## src/rtl/cdb_wb_arb.sv

```systemverilog
// Writeback arbiter for the common data bus: one-entry slot per FU, one registered broadcast per cycle.
// Define CDB_RR_EN for round-robin arbitration; otherwise fixed priority (lowest index wins).
`ifndef PRF_IDX_W
`define PRF_IDX_W 7
`endif
`ifndef ROB_IDX_W
`define ROB_IDX_W 5
`endif
`ifndef ZERO_REG
`define ZERO_REG 0
`endif

module cdb_wb_arb #(
  parameter int FU_NUM = 4
) (
  input  logic                                 clk,
  input  logic                                 rst,
  input  logic                                 flush_i,
  input  logic [FU_NUM-1:0]                    fu_valid_i,
  input  logic [FU_NUM-1:0][`PRF_IDX_W-1:0]    fu_tag_i,
  input  logic [FU_NUM-1:0][63:0]              fu_data_i,
  input  logic [FU_NUM-1:0][`ROB_IDX_W-1:0]    fu_rob_idx_i,
  output logic [FU_NUM-1:0]                    fu_ready_o,
  output logic                                 cdb_valid_o,
  output logic [`PRF_IDX_W-1:0]                cdb_tag_o,
  output logic [63:0]                          cdb_data_o,
  output logic [`ROB_IDX_W-1:0]                cdb_rob_idx_o,
  output logic                                 prf_wr_en_o
);

  localparam logic [`PRF_IDX_W-1:0] ZERO_TAG = `PRF_IDX_W'(`ZERO_REG);

  // Handshake: a result transfers into slot i at the posedge when
  // fu_valid_i[i] & fu_ready_o[i]; ready never looks at fu_valid_i.
  logic [FU_NUM-1:0]     slot_v_q, slot_v_d;
  logic [`PRF_IDX_W-1:0] slot_tag_q  [FU_NUM];
  logic [63:0]           slot_data_q [FU_NUM];
  logic [`ROB_IDX_W-1:0] slot_rob_q  [FU_NUM];

  logic [FU_NUM-1:0]     grant;
  logic [FU_NUM-1:0]     load;
  logic                  any_grant;
  logic [`PRF_IDX_W-1:0] win_tag;
  logic [63:0]           win_data;
  logic [`ROB_IDX_W-1:0] win_rob;

  logic                  cdb_valid_q, cdb_valid_d;
  logic                  prf_wr_en_q, prf_wr_en_d;
  logic [`PRF_IDX_W-1:0] cdb_tag_q, cdb_tag_d;
  logic [63:0]           cdb_data_q, cdb_data_d;
  logic [`ROB_IDX_W-1:0] cdb_rob_q, cdb_rob_d;

`ifdef CDB_RR_EN
  localparam int PTR_W = (FU_NUM > 1) ? $clog2(FU_NUM) : 1;

  logic [PTR_W-1:0] ptr_q, ptr_d;
  logic [PTR_W-1:0] gidx;

  always_comb begin
    int idx;
    grant     = '0;
    gidx      = '0;
    any_grant = 1'b0;
    idx       = 0;
    for (int k = 0; k < FU_NUM; k++) begin
      idx = (int'(ptr_q) + k) % FU_NUM;
      if (!any_grant && slot_v_q[idx]) begin
        grant[idx] = 1'b1;
        gidx       = PTR_W'(idx);
        any_grant  = 1'b1;
      end
    end
  end

  // A flushed cycle leaves the pointer where it was even if a slot won.
  always_comb begin
    ptr_d = ptr_q;
    if (any_grant && !flush_i) begin
      ptr_d = (gidx == PTR_W'(FU_NUM - 1)) ? '0 : gidx + 1'b1;
    end
  end

  always_ff @(posedge clk or posedge rst) begin
    if (rst) ptr_q <= '0;
    else     ptr_q <= ptr_d;
  end
`else
  always_comb begin
    grant     = '0;
    any_grant = 1'b0;
    for (int i = 0; i < FU_NUM; i++) begin
      if (!any_grant && slot_v_q[i]) begin
        grant[i]  = 1'b1;
        any_grant = 1'b1;
      end
    end
  end
`endif

  always_comb begin
    win_tag  = '0;
    win_data = '0;
    win_rob  = '0;
    for (int i = 0; i < FU_NUM; i++) begin
      if (grant[i]) begin
        win_tag  = slot_tag_q[i];
        win_data = slot_data_q[i];
        win_rob  = slot_rob_q[i];
      end
    end
  end

  assign fu_ready_o = ~slot_v_q | grant;
  assign load       = fu_valid_i & fu_ready_o & {FU_NUM{~flush_i}};

  always_comb begin
    slot_v_d = (slot_v_q & ~grant) | load;
    if (flush_i) slot_v_d = '0;
  end

  always_comb begin
    cdb_valid_d = 1'b0;
    prf_wr_en_d = 1'b0;
    cdb_tag_d   = cdb_tag_q;
    cdb_data_d  = cdb_data_q;
    cdb_rob_d   = cdb_rob_q;
    if (!flush_i && any_grant) begin
      cdb_valid_d = 1'b1;
      prf_wr_en_d = (win_tag != ZERO_TAG);
      cdb_tag_d   = win_tag;
      cdb_data_d  = win_data;
      cdb_rob_d   = win_rob;
    end
  end

  always_ff @(posedge clk or posedge rst) begin
    if (rst) begin
      slot_v_q    <= '0;
      cdb_valid_q <= 1'b0;
      prf_wr_en_q <= 1'b0;
      cdb_tag_q   <= '0;
      cdb_data_q  <= '0;
      cdb_rob_q   <= '0;
    end else begin
      slot_v_q    <= slot_v_d;
      cdb_valid_q <= cdb_valid_d;
      prf_wr_en_q <= prf_wr_en_d;
      cdb_tag_q   <= cdb_tag_d;
      cdb_data_q  <= cdb_data_d;
      cdb_rob_q   <= cdb_rob_d;
    end
  end

  // Slot payload is qualified by slot_v_q, so it needs no reset.
  always_ff @(posedge clk) begin
    for (int i = 0; i < FU_NUM; i++) begin
      if (load[i]) begin
        slot_tag_q[i]  <= fu_tag_i[i];
        slot_data_q[i] <= fu_data_i[i];
        slot_rob_q[i]  <= fu_rob_idx_i[i];
      end
    end
  end

  assign cdb_valid_o   = cdb_valid_q;
  assign prf_wr_en_o   = prf_wr_en_q;
  assign cdb_tag_o     = cdb_tag_q;
  assign cdb_data_o    = cdb_data_q;
  assign cdb_rob_idx_o = cdb_rob_q;

endmodule

```

## config.mk

```make
export PLATFORM = sky130hd
export DESIGN_NAME = cdb_wb_arb
export DESIGN_NICKNAME = d
export VERILOG_FILES = /design/src/rtl/cdb_wb_arb.sv
export SDC_FILE = /design/constraint.sdc
export NUM_CORES = 1
export LEC_CHECK = 0
export BUFFER_PORTS_ARGS = -buffer_cell sky130_fd_sc_hd__buf_2
export CORE_MARGIN = 5
export CORE_UTILIZATION = 56
export DETAILED_ROUTE_END_ITERATION = 8
export HOLD_SLACK_MARGIN = 0.05
export PLACE_DENSITY = 0.85
export SYNTH_ARGS = -nofsm -noshare
export SYNTH_HDL_FRONTEND = slang
export SYNTH_SLANG_ARGS = --single-unit
```

## constraint.sdc

```tcl
create_clock -name clk -period 16.4 [get_ports clk]
set_clock_uncertainty 0.05 [all_clocks]
set_input_delay 0.82 -clock clk [delete_from_list [all_inputs] [get_ports clk]]
set_output_delay 0.82 -clock clk [all_outputs]
set_load 0.01 [all_outputs]
```

# After elaboration in Yosys (flattened, before gate mapping)
# Memory sizes are Yosys's and may differ from the RTL's.
# Cells that the tools add are included.
totals:
  regBits: 82
  mem_bits_rw: 304
  in_bits: 311
  out_inout_bits: 82
  word_cells: 56
  memories: 3
memory_table:
  columns: ["memory", "words", "word_bits", "rd", "rd_clocked_by_memory_dff", "write_ports", "line", "text"]
  rows:
  - ["slot_data_q", 4, 64, 4, 0, 4, "37", "logic [63:0] slot_data_q [FU_NUM];"]
  - ["slot_tag_q", 4, 7, 4, 0, 4, "36", "logic [`PRF_IDX_W-1:0] slot_tag_q [FU_NUM];"]
  - ["slot_rob_q", 4, 5, 4, 0, 4, "38", "logic [`ROB_IDX_W-1:0] slot_rob_q [FU_NUM];"]
classes:
  n_mux: 30
  n_bitwise: 8
  reduce_logical: 9
op_table:
  columns: ["operator", "n"]
  rows:
  - ["$mux 64", 4]
  - ["$mux 7", 4]
  - ["$mux 5", 4]
  - ["$mux 1", 17]
  - ["$and 4x4->4", 3]
  - ["$not 4->4", 2]
  - ["$or 4x4->4", 2]
  - ["$reduce_bool 7->1", 1]
  - ["$logic_and 1x1->1", 4]
  - ["$logic_not 1->1", 4]
  - ["$mux 4", 1]
  - ["$not 1->1", 1]

# Depth between registers and ports, before layout
# Gate-level depths: netlist of run 1.
logic_depth:
  word_depth: 15
  ltp_mapped: 8
  mapped_depth_nobuf: 5

# Least setup slack after synthesis of run 1
# OpenSTA, ideal clock, no wires.
synth_path:
  path_type: "reg-to-reg"
  start: "reg slot_v_q[1]"
  end: "mem slot_data_q[2][0] (enable)"
  setup_time_ns: 0.621
  arrival_ns: 6.640
  required_time_ns: 15.729
  setup_slack_ns: 9.089
  path_stages_with_launch: 6
  n_path_buf: 3
  period_less_slack_ns: 7.311
  cell_sequence: "dfrtp_1 buf_2 clkbuf_1 clkbuf_1 o21a_1 nor3b_1"
synth_lines:
  columns: ["element", "line", "text"]
  rows:
  - ["from (decl)", "35", "logic [FU_NUM-1:0] slot_v_q, slot_v_d;"]
  - ["from (signal assigned)", "145", "slot_v_q <= slot_v_d;"]
  - ["to (decl)", "37", null]

# Worst setup path after layout of run 1
layout_path:
  start: "reg slot_v_q[1]"
  end: "reg cdb_data_q[12], in the netlist cdb_data_o[12]"
layout_via:
  elab_chain_cells: 9
  word_cells_on_any_way: 15
  classes_between: "mux: 9; reduce/logical: 6"
layout_rtl:
  columns: ["element", "line", "text"]
  rows:
  - ["$logic_and 1x1->1 (*)", "92", "if (!any_grant && slot_v_q[i]) begin"]
  - ["$mux 1", "92", null]
  - ["$logic_not 1->1", "92", null]
  - ["$logic_and 1x1->1", "92", null]
  - ["$mux 1", "92", null]
  - ["$logic_not 1->1", "92", null]
  - ["$logic_and 1x1->1", "92", null]
  - ["$mux 1", "92", null]
  - ["$mux 64 / $logic_and 1x1->1 (equally long branches)", "105, 127", null]
  - ["to (signal assigned)", "149", "cdb_data_q <= cdb_data_d;"]
  - ["to (decl)", "50", "logic [63:0] cdb_data_q, cdb_data_d;"]
# Mark *: on every way between the ends. The rest lies on a longest branch, timed or not.
# A chain may end at the register's enable or synchronous reset.

==> results of run 1 <==
-- kinds of logic after synthesis --
logic type | Yosys count | synth area share
AOI/OAI and AO/OA | 241 | 0.132
buffers and inverters | 65 | 0.0220
DFF | 386 | 0.794
other | 1 | 0.000266
and+or+nand+nor | 172 | 0.0520
-- power breakdown --
part | total, mW | switching, mW | internal (mW)
Sequential | 1.18 | 0.0420 | 1.14
Combinational | 0.215 | 0.124 | 0.0912
Clock | 0.904 | 0.368 | 0.536
Total | 2.30 | 0.534 | 1.77
-- per-layer routing --
metal | vias to the layer above | part of all wire
li1 | 4135 | -
met1 | 4588 | 0.36
met2 | 491 | 0.52
met3 | 101 | 0.092
met4 | 10 | 0.032
met5 | - | 0.0015
-- Yosys cell counts (all sizes together) --
master   number
edfxtp      304
o21bai        1
buf          27
or3           1
or4           1
a22oi        70
nor4b         1
nand2b        2
o21a         70
and3b         2
nor2b         7
a2111oi       1
dfrtp        82
nor3b         1
o31ai         1
nand3b        5
o2111ai      69
a22o          1
a41oi         1
clkbuf       34
nor2          5
o21ai         7
inv           4
a21oi        18
a32oi         1
conb          1
nand2       147
a221o         1
-- final timing paths --
kind / from / to / cells after the start
max in group asynchronous: rst / slot_v_q[1] / 3
min reg2reg: cdb_tag_o[1] / cdb_tag_o[1] / 2
max: slot_v_q[1] / cdb_data_o[12] / 6
min in group clk: fu_tag_i[7] / slot_tag_q[1][0] / 1
max reg2reg: slot_v_q[1] / cdb_data_o[12] / 6
min: rst / cdb_data_o[6] / 2
-- area by class of cell --
type                            instances  area [µm²]
Antenna cell                            8        20.0
Clock buffer                           53        1100
Clock inverter                         19         214
Fill cell                            1670        7360
Inverter                                4        20.0
Multi-Input combinational cell        414        2620
Sequential cell                       386       11200
Tap cell                              330         413
Timing Repair Buffer                  401        2030
-- through the flow --
step | hold WS [ps] | instances
2_1_floorplan | 466 | 865
3_3_place_gp | 412 | 1535
3_5_place_dp | 415 | 1535
4_1_cts | 294 | 1607
5_1_grt | 322 | 1614
6_report | 290 | 1615
-- registers in the layout (all words and copies together) (netlist names) --
| signal | count |
|---|---|
| slot_data_q | 256 |
| cdb_data_o | 64 |
| slot_tag_q | 28 |
| slot_rob_q | 20 |
| cdb_tag_o | 7 |
| cdb_rob_idx_o | 5 |
| slot_v_q | 4 |
| cdb_valid_o | 1 |
| prf_wr_en_o | 1 |
==> results.cfg, run 1 <==
[setup_path]
required_ps = 16750
crit_family = buffers and inverters
arrival_ps = 3970
cp_max_fo = 88
crit_path_cell_trace = or3_4 > o21bai_4 > inv_4 > buf_4 > o2111ai_1 > o21a_1
cp-start-kind = flop
endpoint_kind = flop
regToRegSetupSlack_ps = 12780
slowest_stage = dfrtp_4
max_stage_delay_ps = 1200
worstSetupPathType = reg -> reg
path_buf_inv = 2

[cells_and_area]
areaGrowthSynthToFinish_pct = 25.0
final_area_mm2 = 0.0176
final_common_cell = buf_2
layout_common_cells = buf_2, edfxtp_1, nand2_1
finalNetCount = 1557
drive_above_1_share = 0.370
final_util = 0.705

[clocking]
clock-sinks = 386
clk_pin_slew_ps = 60
h-tree-depth = 2
cts_root_buf = clkbuf_16
cts_tree = done
cts_hold_buf = 0
cts_made_buffers = 39
clk_latency_ps = 520
cts_resized = 0
postCtsSetupRepairBufs = 0
clockBufferDepth = 3

[synthesis]
synth-seq-cells = 386
synth_nets = 1176
netlist_top_cells_area = edfxtp_1, dfrtp_1, o2111ai_1
avgSynthCellArea_um2 = 16.3
ys_warn_count = 0
syn_area_mm2 = 0.0141
synth_cell_types = 32
synth_top_area_share = 0.648
yosys.area.top_type = edfxtp_1
synthCells = 865
yosysSeqAreaShare = 0.794

[min_path]
hold_class = in -> async

[sta]
fmax_ghz = 0.276
drv_slew = 0
finalSetupTns_ps = 0
fin_crit_sh = 0.221
slew_headroom = 0.185
setup_slack_ps = 12780
fin_crit_ps = 3620
worst_slew_pin_slew_ps = 1220
rsz0062_at_grt = false
setup_violations = 0
hold_viol = 0

[grt]
grt_pass1_vias = 10031
antenna_found_initial = 12
use_met2 = 0.458
grt_max_degree = 89
gr-max-usage-layer = met2
grt_usage = 0.265
grt_overflow_total = 0
met1_usage = 0.322
grt_pass1_wl_mm = 57.4
use_met3 = 0.0696

[route]
drtIter0Drc = 1005
avgRoutedWirePerCell_um = 23.8
drc = 0
dr_total_vias = 9325
via_per_inst = 5.77
drt_pass1_iterations = 5
antenna_left = 0
routed_wl_mm = 38.5

[die]
die_w_um = 169
core_area_mm2 = 0.0250
die_h_um = 169
floorplan.rows = 58
io_pins = 393
dieArea_mm2 = 0.0284
start_util = 0.564

[flow_run]
maxCapViolCount = 0

[power]
p_leak_nw = 6.65
p_total_mw = 2.30
peakVddDrop_mv = 0.122
powerDensity_mw_per_mm2 = 131

[place]
io_buffer_count = 391
dp_slack_ps = 12840
place.gp.congestion = 0.822
dp_hpwl_mm = 24.0
dpl-instance-area_mm2 = 0.0163

[run_status]
status = finished clean
(Power assumes the default switching activity.)
==> run 2: changes to the inputs <==
- ABC_AREA: unset -> 1
- CORE_UTILIZATION: 56 -> 52
- PLACE_DENSITY: 0.85 -> 0.8
- clock period: 16.4 -> 3.7 ns (I/O delays scaled with it)
==> run 2 against run 1 <==
Net effect:
- sequential power increased to 4.4 times the previous value
- final area grew 19%
- core utilization increased by 7.6 points
- critical path type unchanged
==> results.cfg, run 2 <==
[run_status]
status = finished clean

[sta]
fin_crit_sh = 0.741
slew_headroom = 0.232
finalSetupTns_ps = 0
drv_slew = 0
setup_violations = 0
hold_viol = 0
fin_crit_ps = 2740
worst_slew_pin_slew_ps = 1150
fmax_ghz = 0.365
rsz0062_at_grt = false
setup_slack_ps = 957

[die]
die_h_um = 174
dieArea_mm2 = 0.0303
io_pins = 393
die_w_um = 174
core_area_mm2 = 0.0267
start_util = 0.525
floorplan.rows = 60

[synthesis]
synthCells = 1022
synth.most_common_cell = edfxtp_1
syn_area_mm2 = 0.0140
ys.flop_type = edfxtp_1
synth_top_area_share = 0.651
synth_nets = 1333
avgSynthCellArea_um2 = 13.7
synth-seq-cells = 386
netlist_top_cells_area = edfxtp_1, dfrtp_1, a21oi_1
yosysSeqAreaShare = 0.798
ys_top_cells_by_count = edfxtp_1, nand2_1, a21oi_1
yosys.area.top_type = edfxtp_1
ys_warn_count = 0
synth_edf_count = 304
synth_cell_types = 22
async_flop_share = 0.212

[route]
routed_wl_mm = 50.2
avgRoutedWirePerCell_um = 23.7
drc = 0
antenna_left = 0
drt_pass1_iterations = 6
dr_total_vias = 11955
via_per_inst = 5.65
drtIter0Drc = 1515

[place]
place.gp.congestion = 0.863
dp_hpwl_mm = 24.4
dp_slack_ps = 1160
io_buffer_count = 391
dpl-instance-area_mm2 = 0.0163

[power]
powerDensity_mw_per_mm2 = 528
peakVddDrop_mv = 0.398
p_leak_nw = 8.71
p_total_mw = 11.0

[clocking]
cts_made_buffers = 41
cts_root_buf = clkbuf_16
clk_pin_slew_ps = 60
clock-sinks = 386
clk_latency_ps = 520
postCtsSetupRepairBufs = 0
cts_resized = 0
clockBufferDepth = 3
h-tree-depth = 2
cts_tree = done

[setup_path]
arrival_ps = 3120
r2r_start = slot_v_q[0]
ff2ff_path_depth = 6
r2r-end = cdb_data_o[35]
cp-start-kind = flop
required_ps = 4080
endpoint_kind = flop
regToRegSetupSlack_ps = 960
cp_max_fo = 82
worstSetupPathType = reg -> reg

[cells_and_area]
final_common_cell = buf_2
fillers = 1394
drive_above_1_share = 0.274
regMostFlops = slot_data_q
layout_common_cells = buf_2, dlygate4sd3_1, edfxtp_1
seq_area_mm2 = 0.0112
areaGrowthSynthToFinish_pct = 48.9
finalNetCount = 2044
multiInputGateArea_mm2 = 0.00253
largest_reg_flops = 256
final_area_mm2 = 0.0209

[grt]
grt_pass1_wl_mm = 75.5
grt_max_degree = 83
grt_usage = 0.327
grt_overflow_total = 0
antenna_found_initial = 9
grt_pass1_vias = 12797

[min_path]
holdCritStartpoint = fu_rob_idx_i[2]
hold_class = in -> reg
hold_end = slot_rob_q[0][2]
min_path_cells = 2

[flow_run]
maxCapViolCount = 0
==> run 2: worst max path at each step <==
stage | from | to | depth (start not counted)
2_1_floorplan | slot_v_q[0] | slot_data_q[1][0] | 6
3_3_place_gp | slot_v_q[0] | cdb_data_o[48] | 7
3_5_place_dp | slot_v_q[0] | cdb_data_o[7] | 6
4_1_cts | slot_v_q[0] | cdb_data_o[57] | 6
5_1_grt | slot_v_q[0] | cdb_data_o[26] | 6
6_report | slot_v_q[0] | cdb_data_o[35] | 6
==> run 2: per-stage QoR <==
step | hold slack [ps] | utilization | std cells
after CTS | 291 | 0.780 | 2106
after floorplan | 234 | - | 1022
after global routing | 306 | 0.781 | 2115
final | 325 | 0.781 | 2116
after detailed placement | 313 | 0.610 | 1720
after global placement | 312 | 0.610 | 1720
==> run 2: timing repair <==
| action | 4_1_cts | 5_1_grt |
|---|---|---|
| endpoints found under the hold margin | 370 | 0 |
| endpoints found under the setup margin | 0 | 0 |
| hold buffers | 311 | 0 |
==> run 2: per-layer routing <==
metal	routed length, µm	track usage	vias up
li1	-	-	5028
met1	16300	0.372	5649
met2	25600	0.563	1030
met3	4770	0.0748	248
met4	3540	0.195	0
met5	0	0	-
==> run 2: worst max-delay path: stages (launching register included) <==
cell     delay, ps
dfrtp_4        710
nor2_4         320
nand2_1        160
o21ai_4        160
buf_4          750
a21oi_1        160
a21oi_1        220
==> run 2: area by class of cell <==
class | count | share of cell area
clock buffer | 55 | 0.0551
timing repair buffer | 718 | 0.250
inverter | 15 | 0.00282
tap | 341 | 0.0204
multi-input combinational | 571 | 0.121
antenna | 10 | 0.00120
sequential | 386 | 0.536
clock inverter | 20 | 0.0138
==> run 2: cell families (layout without fill, tap and decap cells) <==
kind of cell / after synthesis / count (layout) / share of synthesized area
AND/OR/NAND/NOR: 358 / 358 / 0.101
flip-flops: 386 / 386 / 0.798
other: 1 / 11 / 0.000268
AO/OA/AOI/OAI: 212 / 212 / 0.0760
buffers and inverters: 65 / 808 / 0.0248
==> run 2: where the power goes <==
part	total [mW]	switching (mW)	leakage (nW)	internal [mW]
sequential	5.25	0.187	3.81	5.06
clock	4.37	1.69	0.697	2.68
combinational	1.41	0.795	4.21	0.611
total	11.0	2.67	8.71	8.35
==> run 3: changes to the inputs <==
- CORE_UTILIZATION: 52 -> 47
- PLACE_DENSITY: 0.8 -> 0.76
- clock period: 3.7 -> 2.45 ns (I/O delays scaled with it)
==> run 3 against run 2 <==
Net effect:
- power is 44% higher
- hold slack worse by 160 ps
- critical path depth did not move
- final area grew 0.29%
- sequential share of layout area down 0.16 points
- die area rose by 10%
- routed wire length is 4.0% lower
- clock power grew 34%
- via count shrank 3.2%
- clock-buffer cell count rose by 8
- register-to-register slack lost 610 ps
==> results.cfg, run 3 (synthesis gave the netlist of run 2 again) <==
[run_status]
status = finished clean

[power]
powerDensity_mw_per_mm2 = 758
peakVddDrop_mv = 0.700
p_leak_nw = 8.69
p_total_mw = 15.9

[grt]
grt_overflow_total = 0
antenna_found_initial = 5
grt_pass1_wl_mm = 71.3
grt_usage = 0.280
grt_pass1_vias = 12495
grt_max_degree = 83

[die]
floorplan.rows = 63
io_pins = 393
core_area_mm2 = 0.0296
start_util = 0.474
dieArea_mm2 = 0.0334
die_h_um = 183
die_w_um = 183

[setup_path]
endpoint_kind = flop
max_stage_delay_ps = 510
cp-start-kind = flop
cp_common_cell = a21oi_1
crit_path_cell_trace = nor2_4 > nand3_2 > inv_2 > buf_12 > a21oi_1 > a21oi_1
r2r-end = cdb_data_o[24]
ff2ff_path_depth = 6
arrival_ps = 2470
r2r_start = slot_v_q[0]
cp_max_fo = 25
slowest_stage = dfrtp_4
regToRegSetupSlack_ps = 340
worstSetupPathType = reg -> reg
required_ps = 2820

[clocking]
h-tree-depth = 2
cts_hold_buf = 311
clk_latency_ps = 530
cts_tree = done
postCtsSetupRepairBufs = 0
clock-sinks = 386
cts_root_buf = clkbuf_16
clockBufferDepth = 3
cts_made_buffers = 39
cts_resized = 0
clk_pin_slew_ps = 60

[sta]
setup_violations = 0
setup_slack_ps = 344
drv_slew = 0
fmax_ghz = 0.475
slew_headroom = 0.587
fin_crit_sh = 0.860
worst_slew_pin_slew_ps = 619
rsz0062_at_grt = false
fin_crit_ps = 2110
hold_viol = 0

[place]
dp_hpwl_mm = 25.1
dp_slack_ps = 405
io_buffer_count = 391
place.gp.congestion = 0.826

[flow_run]
maxCapViolCount = 0

[route]
drtIter0Drc = 912
topRoutingLayerUsed = met4
dr_total_vias = 11573
avgRoutedWirePerCell_um = 22.3
dr_wl_met3_mm = 4.57
drc = 0
routed_wl_mm = 48.2
antenna_left = 0
drt_pass1_iterations = 8
via_per_inst = 5.36
wl_met1_mm = 16.0
met2_length_mm = 25.1

[min_path]
holdCritStartpoint = fu_valid_i[0]
hold_class = in -> reg
min_path_cells = 4
hold_end = slot_v_q[0]

[cells_and_area]
areaGrowthSynthToFinish_pct = 49.4
regMostFlops = slot_data_q
finalNetCount = 2046
layout_common_cells = buf_2, dlygate4sd3_1, edfxtp_1
final_common_cell = buf_2
drive_above_1_share = 0.273
fillers = 1777
largest_reg_flops = 256
## run 3: cell count changes in the layout (fill, tap and decap cells not counted), moves of 3 or more
cell and change:
clkbuf_1 +12, clkinv_1 -5, bufinv_16 -5, buf_12 +13
buf_4 -9, nand2_2 +3, diode_2 -5, nand2_1 -4
## run 3: worst max-delay path: cells and delay by family, from the launching register on
kind                   cells  cell delay (ps)
AOI/OAI and AO/OA          2              320
and+or+nand+nor            2              480
buffers and inverters      2              620
DFF                        1              510
## run 3: area by class of cell
type | count | area (µm²) | area share
inverters | 15 | 58.8 | 0.00281
repair buffers | 722 | 5410 | 0.258
flip-flops and latches | 386 | 11200 | 0.534
diodes | 5 | 12.5 | 0.000597
well taps | 390 | 488 | 0.0233
clock buffers | 63 | 1120 | 0.0534
clock inverters | 8 | 119 | 0.00568
multi-input cells | 571 | 2550 | 0.122
## run 3: worst max path at each step
stage                     start                  to  slack, ps
global route        slot_v_q[0]      cdb_data_o[25]        240
detailed placement  slot_v_q[0]      cdb_data_o[15]        400
CTS                 slot_v_q[0]      cdb_data_o[20]        390
floorplan           slot_v_q[0]   slot_data_q[2][0]       -680
global placement    slot_v_q[0]  slot_data_q[3][13]        480
finish              slot_v_q[0]      cdb_data_o[24]        340
## run 3: power breakdown
group	leakage, nW	internal, mW	switching (mW)
Clock	0.598	3.36	2.48
Sequential	3.81	7.64	0.261
Combinational	4.29	0.961	1.18
## run 3: metal layers
metal,track usage,vias to the layer above
met2,0.500,846
met1,0.319,5520
li1,-,5029
met4,0.133,0
met5,0,-
met3,0.0618,178
## run 3: metrics by stage
stage	hold WS [ps]	cell area, µm²	util	setup TNS, ps	instances
floorplan	171	14100	-	-98210	1022
global placement	170	16600	0.561	0	1773
global route	178	20900	0.708	0	2160
finish	163	20900	0.708	0	2160
CTS	117	20900	0.708	0	2155
detailed placement	172	16600	0.561	0	1773
